`config.mk`:
```
export PLATFORM = sky130hd
export DESIGN_NAME = regfile_wr_arbiter_flat
export DESIGN_NICKNAME = d
export VERILOG_FILES = /design/src/rtl/regfile_pkg.sv /design/src/rtl/regfile_wr_arbiter_if.sv /design/src/rtl/rr_arbiter2.sv /design/src/rtl/regfile_wr_arbiter.sv /design/src/flat_wrapper.sv
export SDC_FILE = /design/constraint.sdc
export NUM_CORES = 1
export LEC_CHECK = 0
export BUFFER_PORTS_ARGS = -buffer_cell sky130_fd_sc_hd__buf_2
export CAP_MARGIN = 0
export CORE_MARGIN = 5
export CORE_UTILIZATION = 52
export DETAILED_ROUTE_END_ITERATION = 8
export PLACE_DENSITY = 0.92
export RECOVER_POWER = 100
export SLEW_MARGIN = 20
export SYNTH_ARGS = -nofsm -noshare
export SYNTH_HDL_FRONTEND = slang
export SYNTH_SLANG_ARGS = --single-unit
```
`constraint.sdc`:
```
create_clock -name clk -period 2.9 [get_ports clk]
set_input_delay 0.435 -clock clk [delete_from_list [all_inputs] [get_ports clk]]
set_output_delay 0.435 -clock clk [all_outputs]
set_load 0.1 [all_outputs]
```
`src/rtl/regfile_pkg.sv`:
```
// Shared constants and types for the 32 x 32-bit register file, its
// write-port arbiter and the issue stage.
package regfile_pkg;

  localparam int DW   = 32;
  localparam int AW   = 5;
  localparam int NREG = 1 << AW;

  typedef logic [AW-1:0] reg_addr_t;
  typedef logic [DW-1:0] reg_data_t;

  // Round-robin preference: which requester wins when both are valid.
  typedef enum logic {
    PRI_A = 1'b0,
    PRI_B = 1'b1
  } pri_e;

endpackage

```
`src/rtl/regfile_wr_arbiter_if.sv`:
```
// Bundle of the write-port arbiter's request channels, scoreboard
// mark/query ports and register-file write port.
//
// Handshake (channels A and B): the requester raises x_valid with x_addr and
// x_data and holds all three stable until it sees x_ready; a transfer happens
// on every cycle where x_valid && x_ready. x_ready is combinational from both
// valids and the arbiter's preference, and is never raised during reset.
interface regfile_wr_arbiter_if;
  import regfile_pkg::*;

  logic            a_valid;
  reg_addr_t       a_addr;
  reg_data_t       a_data;
  logic            a_ready;

  logic            b_valid;
  reg_addr_t       b_addr;
  reg_data_t       b_data;
  logic            b_ready;

  logic            mark_valid;
  reg_addr_t       mark_addr;

  reg_addr_t       q_addr1;
  reg_addr_t       q_addr2;
  logic            q_busy1;
  logic            q_busy2;

  logic            rf_we;
  reg_addr_t       rf_wa;
  reg_data_t       rf_wd;
  logic [NREG-1:0] busy;

  // Current arbiter preference, exposed for observation.
  pri_e            dbg_pri;

  // Requesters, issue stage and register file side.
  modport master (
    output a_valid, a_addr, a_data,
    input  a_ready,
    output b_valid, b_addr, b_data,
    input  b_ready,
    output mark_valid, mark_addr,
    output q_addr1, q_addr2,
    input  q_busy1, q_busy2,
    input  rf_we, rf_wa, rf_wd, busy,
    input  dbg_pri
  );

  // Arbiter side.
  modport slave (
    input  a_valid, a_addr, a_data,
    output a_ready,
    input  b_valid, b_addr, b_data,
    output b_ready,
    input  mark_valid, mark_addr,
    input  q_addr1, q_addr2,
    output q_busy1, q_busy2,
    output rf_we, rf_wa, rf_wd, busy,
    output dbg_pri
  );

endinterface

```
`src/rtl/rr_arbiter2.sv`:
```
// Two-requester round-robin arbiter. Grants are combinational from the
// requests and a 1-bit preference; after any grant the preference moves to
// the loser's side. Grants are forced low while reset is asserted.
module rr_arbiter2
  import regfile_pkg::*;
(
  input  logic       clk,
  input  logic       rst,
  input  logic [1:0] req_i,
  output logic [1:0] gnt_o,
  output pri_e       pri_o
);

  pri_e pri_q;
  pri_e pri_d;

  // Grant selection: a lone request always wins, a tie goes to the preferred side.
  always_comb begin
    gnt_o = 2'b00;
    if (!rst) begin
      if (req_i == 2'b11) begin
        gnt_o = (pri_q == PRI_A) ? 2'b01 : 2'b10;
      end else begin
        gnt_o = req_i;
      end
    end
  end

  // Next preference points at whoever did not win; idle cycles keep it.
  always_comb begin
    pri_d = pri_q;
    if (gnt_o[0]) begin
      pri_d = PRI_B;
    end else if (gnt_o[1]) begin
      pri_d = PRI_A;
    end
  end

  // Preference register.
  always_ff @(posedge clk) begin
    if (rst) begin
      pri_q <= PRI_A;
    end else begin
      pri_q <= pri_d;
    end
  end

  assign pri_o = pri_q;

endmodule

```
`src/rtl/regfile_wr_arbiter.sv`:
```
// Register-file write-port arbiter with pending-write scoreboard.
// Two writeback requesters (A = ALU, B = load unit) share one write port
// through a registered write stage; busy[] tracks registers with a producer
// still outstanding so issue logic can detect read-after-write hazards.
// Widths come from regfile_pkg.
module regfile_wr_arbiter
  import regfile_pkg::*;
(
  input  logic                 clk,
  input  logic                 reset,
  regfile_wr_arbiter_if.slave  bus
);

  logic [1:0]      gnt;
  pri_e            pri;
  logic            any_gnt;
  reg_addr_t       win_addr;
  reg_data_t       win_data;

  logic            rf_we_q;
  reg_addr_t       rf_wa_q;
  reg_data_t       rf_wd_q;
  logic [NREG-1:0] busy_q;
  logic [NREG-1:0] busy_d;

  rr_arbiter2 u_arb (
    .clk   (clk),
    .rst   (reset),
    .req_i ({bus.b_valid, bus.a_valid}),
    .gnt_o (gnt),
    .pri_o (pri)
  );

  assign bus.a_ready = gnt[0];
  assign bus.b_ready = gnt[1];
  assign bus.dbg_pri = pri;
  assign any_gnt     = |gnt;

  // Winner's address and data feed the write stage and the scoreboard clear.
  always_comb begin
    win_addr = bus.a_addr;
    win_data = bus.a_data;
    if (gnt[1]) begin
      win_addr = bus.b_addr;
      win_data = bus.b_data;
    end
  end

  // Scoreboard next state: clear on grant, then set on mark so a new
  // producer supersedes the one completing; register 0 is never busy.
  always_comb begin
    busy_d = busy_q;
    if (any_gnt) begin
      busy_d[win_addr] = 1'b0;
    end
    if (bus.mark_valid) begin
      busy_d[bus.mark_addr] = 1'b1;
    end
    busy_d[0] = 1'b0;
  end

  // Write stage: one-cycle write pulse per grant; writes to r0 are swallowed.
  always_ff @(posedge clk) begin
    if (reset) begin
      rf_we_q <= 1'b0;
      rf_wa_q <= '0;
      rf_wd_q <= '0;
    end else if (any_gnt) begin
      rf_we_q <= (win_addr != '0);
      rf_wa_q <= win_addr;
      rf_wd_q <= win_data;
    end else begin
      rf_we_q <= 1'b0;
    end
  end

  // Scoreboard register.
  always_ff @(posedge clk) begin
    if (reset) begin
      busy_q <= '0;
    end else begin
      busy_q <= busy_d;
    end
  end

  assign bus.rf_we   = rf_we_q;
  assign bus.rf_wa   = rf_wa_q;
  assign bus.rf_wd   = rf_wd_q;
  assign bus.busy    = busy_q;
  assign bus.q_busy1 = busy_q[bus.q_addr1];
  assign bus.q_busy2 = busy_q[bus.q_addr2];

endmodule

```
`src/flat_wrapper.sv`:
```
// flat-port wrapper written by rule: the top's interface ports become plain ports
module regfile_wr_arbiter_flat import regfile_pkg::*;
  (clk, reset, bus_a_valid, bus_a_addr, bus_a_data, bus_a_ready, bus_b_valid, bus_b_addr, bus_b_data, bus_b_ready, bus_mark_valid, bus_mark_addr, bus_q_addr1, bus_q_addr2, bus_q_busy1, bus_q_busy2, bus_rf_we, bus_rf_wa, bus_rf_wd, bus_busy, bus_dbg_pri);
  regfile_wr_arbiter_if bus_i ();
  input  logic clk;
  input  logic reset;
  input wire logic [$bits(bus_i.a_valid)-1:0] bus_a_valid;
  input wire logic [$bits(bus_i.a_addr)-1:0] bus_a_addr;
  input wire logic [$bits(bus_i.a_data)-1:0] bus_a_data;
  output wire logic [$bits(bus_i.a_ready)-1:0] bus_a_ready;
  input wire logic [$bits(bus_i.b_valid)-1:0] bus_b_valid;
  input wire logic [$bits(bus_i.b_addr)-1:0] bus_b_addr;
  input wire logic [$bits(bus_i.b_data)-1:0] bus_b_data;
  output wire logic [$bits(bus_i.b_ready)-1:0] bus_b_ready;
  input wire logic [$bits(bus_i.mark_valid)-1:0] bus_mark_valid;
  input wire logic [$bits(bus_i.mark_addr)-1:0] bus_mark_addr;
  input wire logic [$bits(bus_i.q_addr1)-1:0] bus_q_addr1;
  input wire logic [$bits(bus_i.q_addr2)-1:0] bus_q_addr2;
  output wire logic [$bits(bus_i.q_busy1)-1:0] bus_q_busy1;
  output wire logic [$bits(bus_i.q_busy2)-1:0] bus_q_busy2;
  output wire logic [$bits(bus_i.rf_we)-1:0] bus_rf_we;
  output wire logic [$bits(bus_i.rf_wa)-1:0] bus_rf_wa;
  output wire logic [$bits(bus_i.rf_wd)-1:0] bus_rf_wd;
  output wire logic [$bits(bus_i.busy)-1:0] bus_busy;
  output wire logic [$bits(bus_i.dbg_pri)-1:0] bus_dbg_pri;
  assign bus_i.a_valid = bus_a_valid;
  assign bus_i.a_addr = bus_a_addr;
  assign bus_i.a_data = bus_a_data;
  assign bus_a_ready = bus_i.a_ready;
  assign bus_i.b_valid = bus_b_valid;
  assign bus_i.b_addr = bus_b_addr;
  assign bus_i.b_data = bus_b_data;
  assign bus_b_ready = bus_i.b_ready;
  assign bus_i.mark_valid = bus_mark_valid;
  assign bus_i.mark_addr = bus_mark_addr;
  assign bus_i.q_addr1 = bus_q_addr1;
  assign bus_i.q_addr2 = bus_q_addr2;
  assign bus_q_busy1 = bus_i.q_busy1;
  assign bus_q_busy2 = bus_i.q_busy2;
  assign bus_rf_we = bus_i.rf_we;
  assign bus_rf_wa = bus_i.rf_wa;
  assign bus_rf_wd = bus_i.rf_wd;
  assign bus_busy = bus_i.busy;
  assign bus_dbg_pri = bus_i.dbg_pri;
  regfile_wr_arbiter u_core (.clk(clk), .reset(reset), .bus(bus_i));
endmodule
```
Word-level counts from Yosys, hierarchy flattened:

Cells that the tools add are included.

* magnitude comparators: 6
* equal/unequal tests: 1
* muxes and demuxes: 17
* bitwise logic cells: 4
* reductions and logical operators: 6

Operators with widths (number)
* 32-bit 2-to-1 mux: 3
* 32-bit AND: 1
* 32-bit inverter: 1
* 32-bit OR: 1
* 5-bit by 6-bit < comparator with 1-bit output, second input constant: 4
* 1-bit binary-select mux with 5-bit select: 2
* 1-bit demux with 5-bit select: 2
* 5-bit by 1-bit greater-or-equal comparator with 1-bit output, second input constant: 2
* 1-bit 2-to-1 mux: 6
* 2-bit 2-to-1 mux: 3
* 5-bit 2-to-1 mux: 1
* 5-bit nonzero test: 1
* 2-bit OR reduction: 2
* 2-bit equality test, second input constant: 1
* 1-bit logical AND: 2
* 2-bit nonzero test: 1
* 1-bit inverter: 1

* register bits: 71

Longest topological paths before layout:

* word-level depth: 13
* depth in mapped cells: 7

By module:

A second synthesis with hierarchy kept.

* cells, all modules: 461
* area, all modules: 3712.3 um^2

Modules (own cells, without submodules)
* regfile_wr_arbiter: instances 1, cells an instance 454, area each 3643.5 um^2, sequential area each 1381.3 um^2
* rr_arbiter2: instances 1, cells an instance 7, area each 68.8 um^2, sequential area each 20.0 um^2

Least setup slack after synthesis:

OpenSTA, ideal clock, no wires.

* path kind: register to output
* start point: register u_core.busy_q[5], in the netlist u_core.bus.busy[5]
* end point: output port bus_q_busy1
* data arrival time: 2.460 ns
* required time: 2.465 ns
* setup slack: 0.005 ns
* cell stages (with the launch flop): 5
* buffers on the path: 0
* cells stage by stage: dfxtp_1 mux4_1 inv_1 a2111oi_0 or4_1

* word-level cells in the longest chain between the ends: 2

Ends and longest elaborated chain
* start, declared: line regfile_wr_arbiter.sv:23 `logic [NREG-1:0] busy_q;`
* start signal, assigned: line regfile_wr_arbiter.sv:82 `busy_q <= busy_d;`
* 1-bit binary-select mux with 5-bit select: line regfile_wr_arbiter.sv:90 `assign bus.q_busy1 = busy_q[bus.q_addr1];`
* 1-bit 2-to-1 mux (not written as such): line regfile_wr_arbiter.sv:90
* end, declared: line flat_wrapper.sv:19 `output wire logic [$bits(bus_i.q_busy1)-1:0] bus_q_busy1;`

No other way between the ends. The select of a mux whose other input is x is not followed.

Final worst setup path:

* start point: register u_core.busy_q[1], in the netlist u_core.bus.busy[1]
* end point: output port bus_q_busy1

The elaborated chain is that of the path after synthesis.

==> results by group <==
Clock network
  – Cell at the root of the clock tree: clkbuf_8
  – CTS tree: built
  – TritonCTS buffer count: 9
  – Number of buffers on the longest clock path: 2
  – Clk sink count: 70
  – CTS-repair resized insts: 0
  – Worst skew pair latency: between 300 and 400 ps
  – Number of buffers inserted to repair setup after CTS: 0
  – Hold_buf cts: 0
  – Worst-path clk slew: roughly 80 ps
  – H-Tree Level Count: 3

Logic synthesis
  – Sequential share of the synthesized area: 0.359
  – Synth Register Bits: 70
  – Synthesized net count: about 560
  – Mean cell area of the mapped netlist: 8.43 um^2
  – Post-synthesis instance total: roughly 460
  – Synth unique cells: 44
  – Yosys warns: 0
  – Async S/R FF share, synth: 0
  – Synth Flop Type: dfxtp_1
  – EDFF count, synth: 0
  – Post-Syn Area: ~0.0039 mm^2

Timing
  – Unrepaired setup endpoints after global routing: no
  – PnR worst setup slack: approximately 150 ps
  – Number of hold-slack violations in the final timing report: 0
  – Worst-case headroom to the max-slew limit: 0.185
  – Worst setup skew after layout: just under 10 ps
  – Total of endpoints with negative setup slack in the final report: 0
  – Worst Max-Slew Pin Slew: around 1200 ps
  – Share of the clock period used by the worst path after layout: 0.949
  – Final critical-path required period: between 2000 and 3000 ps
  – Setup_tns: 0 ps
  – FMAX: roughly 360 MHz
  – Count of pins over their slew limit: 0

Die
  – Area of the die: ~0.0093 mm^2
  – Height of the die: ~97 um
  – Number of standard-cell rows in the floorplan: 31
  – Placeable core region: 0.00729 mm^2
  – Initial cell density of the core: 0.535
  – I/O pin total: roughly 170
  – Horiz. Die Dim: a little under 100 um

Worst setup path
  – Slowest cell on the critical path: a2111oi_0
  – Kind of critical path: reg2out
  – Maximum fanout encountered on the critical timing path: 4
  – Required time of the critical path: between 2000 and 2500 ps
  – Launching element type of the critical path: register
  – Capturing element type of the critical path: primary output
  – Cell breakdown of the critical path: mux2_2 -> a221oi_1 -> a2111oi_0 -> or4_1 -> buf_2
  – Family with the most delay on the worst path: compound AO/OA/AOI/OAI gates
  – Largest stage delay on the critical path: between 600 and 700 ps
  – CP Buf/Inv Count: 1
  – Worst Path Arrival: roughly 2300 ps

GRT
  – Aggregate global-route resource usage: 0.259
  – Pin count of the biggest net entering global routing: 53
  – Vias in the first global route: around 4,200
  – Antenna violations before repair: 0
  – First-pass GRT wire length: about 20,000 um
  – Grt ovf: 0

Power
  – Total power divided by cell area: around 550 mW/mm^2
  – Leakage power: about 0.0019 uW
  – Peak supply drop: 370 uV

Layout
  – Area Overhead vs Synth: 24.5%
  – Nets: 700
  – Most common cell after layout, fill and taps aside: nand2_1
  – Final standard cell count with taps included and fillers excluded: slightly above 700
  – Fraction of layout cells with a size suffix above 1: 0.213
  – Share of the core filled with cells: 0.667
  – Commonest cells after routing, fill and taps aside: nand2_1 (105), buf_2 (94), clkbuf_1 (72), dfxtp_1 (70), a311oi_1 (66)
  – Ant diodes: 0

Job
  – Max-cap check violation count: 0

Placement
  – Cell Count Post-Placement: 694
  – Final weighted congestion in routability-driven placement: 0.924
  – Worst-case setup slack after placement: 218 ps
  – Final HPWL DP: between 9000 and 10,000 um
  – Buffers added on ports: about 170

Routing
  – Overall via count from detail_route: 4,315
  – Wirelength per Cell: 17.7 um
  – Initial DRT Pass Iterations: 5
  – Antenna violation net count after detailed routing: 0
  – Total Routed Length: around 13,000 um
  – Number of remaining DRC errors: 0
  – Vias per cell: 6.08
  – Starting DRC count in detailed routing: 346

Run status
  – Status: complete, no violations

Worst hold path
  – Min-Delay Path Class: in2reg
==> kinds of logic (layout without fill, tap and decap cells) <==
logic type	after synthesis	after routing	synth area share
AOI/OAI and AO/OA	126	126	0.241
buffers and inverters	48	196	0.0590
and+or+nand+nor	202	202	0.242
DFF	70	70	0.359
other	1	1	0.000961
muxes	16	16	0.0981
==> layout make-up <==
class	instances	area [um^2]
Timing Repair Buffer	177	828
Sequential cell	70	1400
Clock inverter	7	97.6
Inverter	3	11.3
Clock buffer	9	124
Tap cell	99	124
Fill cell	656	2430
Multi-Input combinational cell	345	2270
==> sequential cells by signal (all words and copies together) (netlist names) <==
| name | count |
|---|---|
| u_core.bus.rf_wa | 5 |
| u_core.bus.busy | 31 |
| u_core.bus.rf_wd | 32 |
| u_core.u_arb.pri_o | 1 |
| u_core.bus.rf_we | 1 |
==> where the power goes <==
group / internal (uW) / total, uW / switching (uW)
Combinational: 156 / 750 / 593
Sequential: 1010 / 1040 / 29.6
Clock: 487 / 873 / 386
Total: 1650 / 2660 / 1010
==> per-layer routing <==
layer  up-vias  GRT usage  wire length [um]
met2       246      0.443              6080
met5         -          0                 0
li1       2035          -                 -
met3        36     0.0748              1230
met4         0      0.117               418
met1      1998      0.298              4840
==> worst paths after layout <==
path / start / to / slack (ps) / cells past startpoint
worst max-delay path: u_core.bus.busy[1] / bus_q_busy1 / 150 / 5
worst min-delay path: bus_a_data[0] / u_core.bus.rf_wd[0] / 340 / 3
worst max register to register: u_core.u_arb.pri_o / u_core.bus.busy[21] / 920 / 4
worst min register to register: u_core.bus.rf_wa[2] / u_core.bus.rf_wa[2] / 500 / 2
==> through the flow <==
stage	area [um^2]	power, uW	hold slack [ps]
finish	4860	2660	339
CTS	4960	2680	326
global route	4860	2770	332
detailed placement	4740	1820	487
global placement	4740	1810	482
floorplan	3900	1650	545
==> cells in the mapped netlist, types with 3 or more instances <==
master,count,share of area
nor2_1,43,0.041
a311oi_1,66,0.15
buf_1,4,0.0038
nor3_1,5,0.0064
buf_2,5,0.0064
a211oi_1,3,0.0058
nand4_1,6,0.0096
and3_1,4,0.0064
and3b_1,3,0.0067
a21oi_1,36,0.046
dfxtp_1,70,0.36
or4_1,3,0.0058
nand2_1,105,0.10
nor3b_1,4,0.0077
a2bb2oi_1,4,0.0090
mux4_1,12,0.081
nor2b_1,10,0.016
o21ai_0,6,0.0077
nand4b_1,6,0.013
clkbuf_1,28,0.027
buf_6,5,0.014
==> worst register-to-register path, cell delays in order, from the launching register on <==
cell	delay (ps)
dfxtp_1	350
nand2b_1	310
a21boi_0	520
a2bb2oi_1	470
a311oi_1	180
Note: power is estimated with default switching activity, not from simulation.
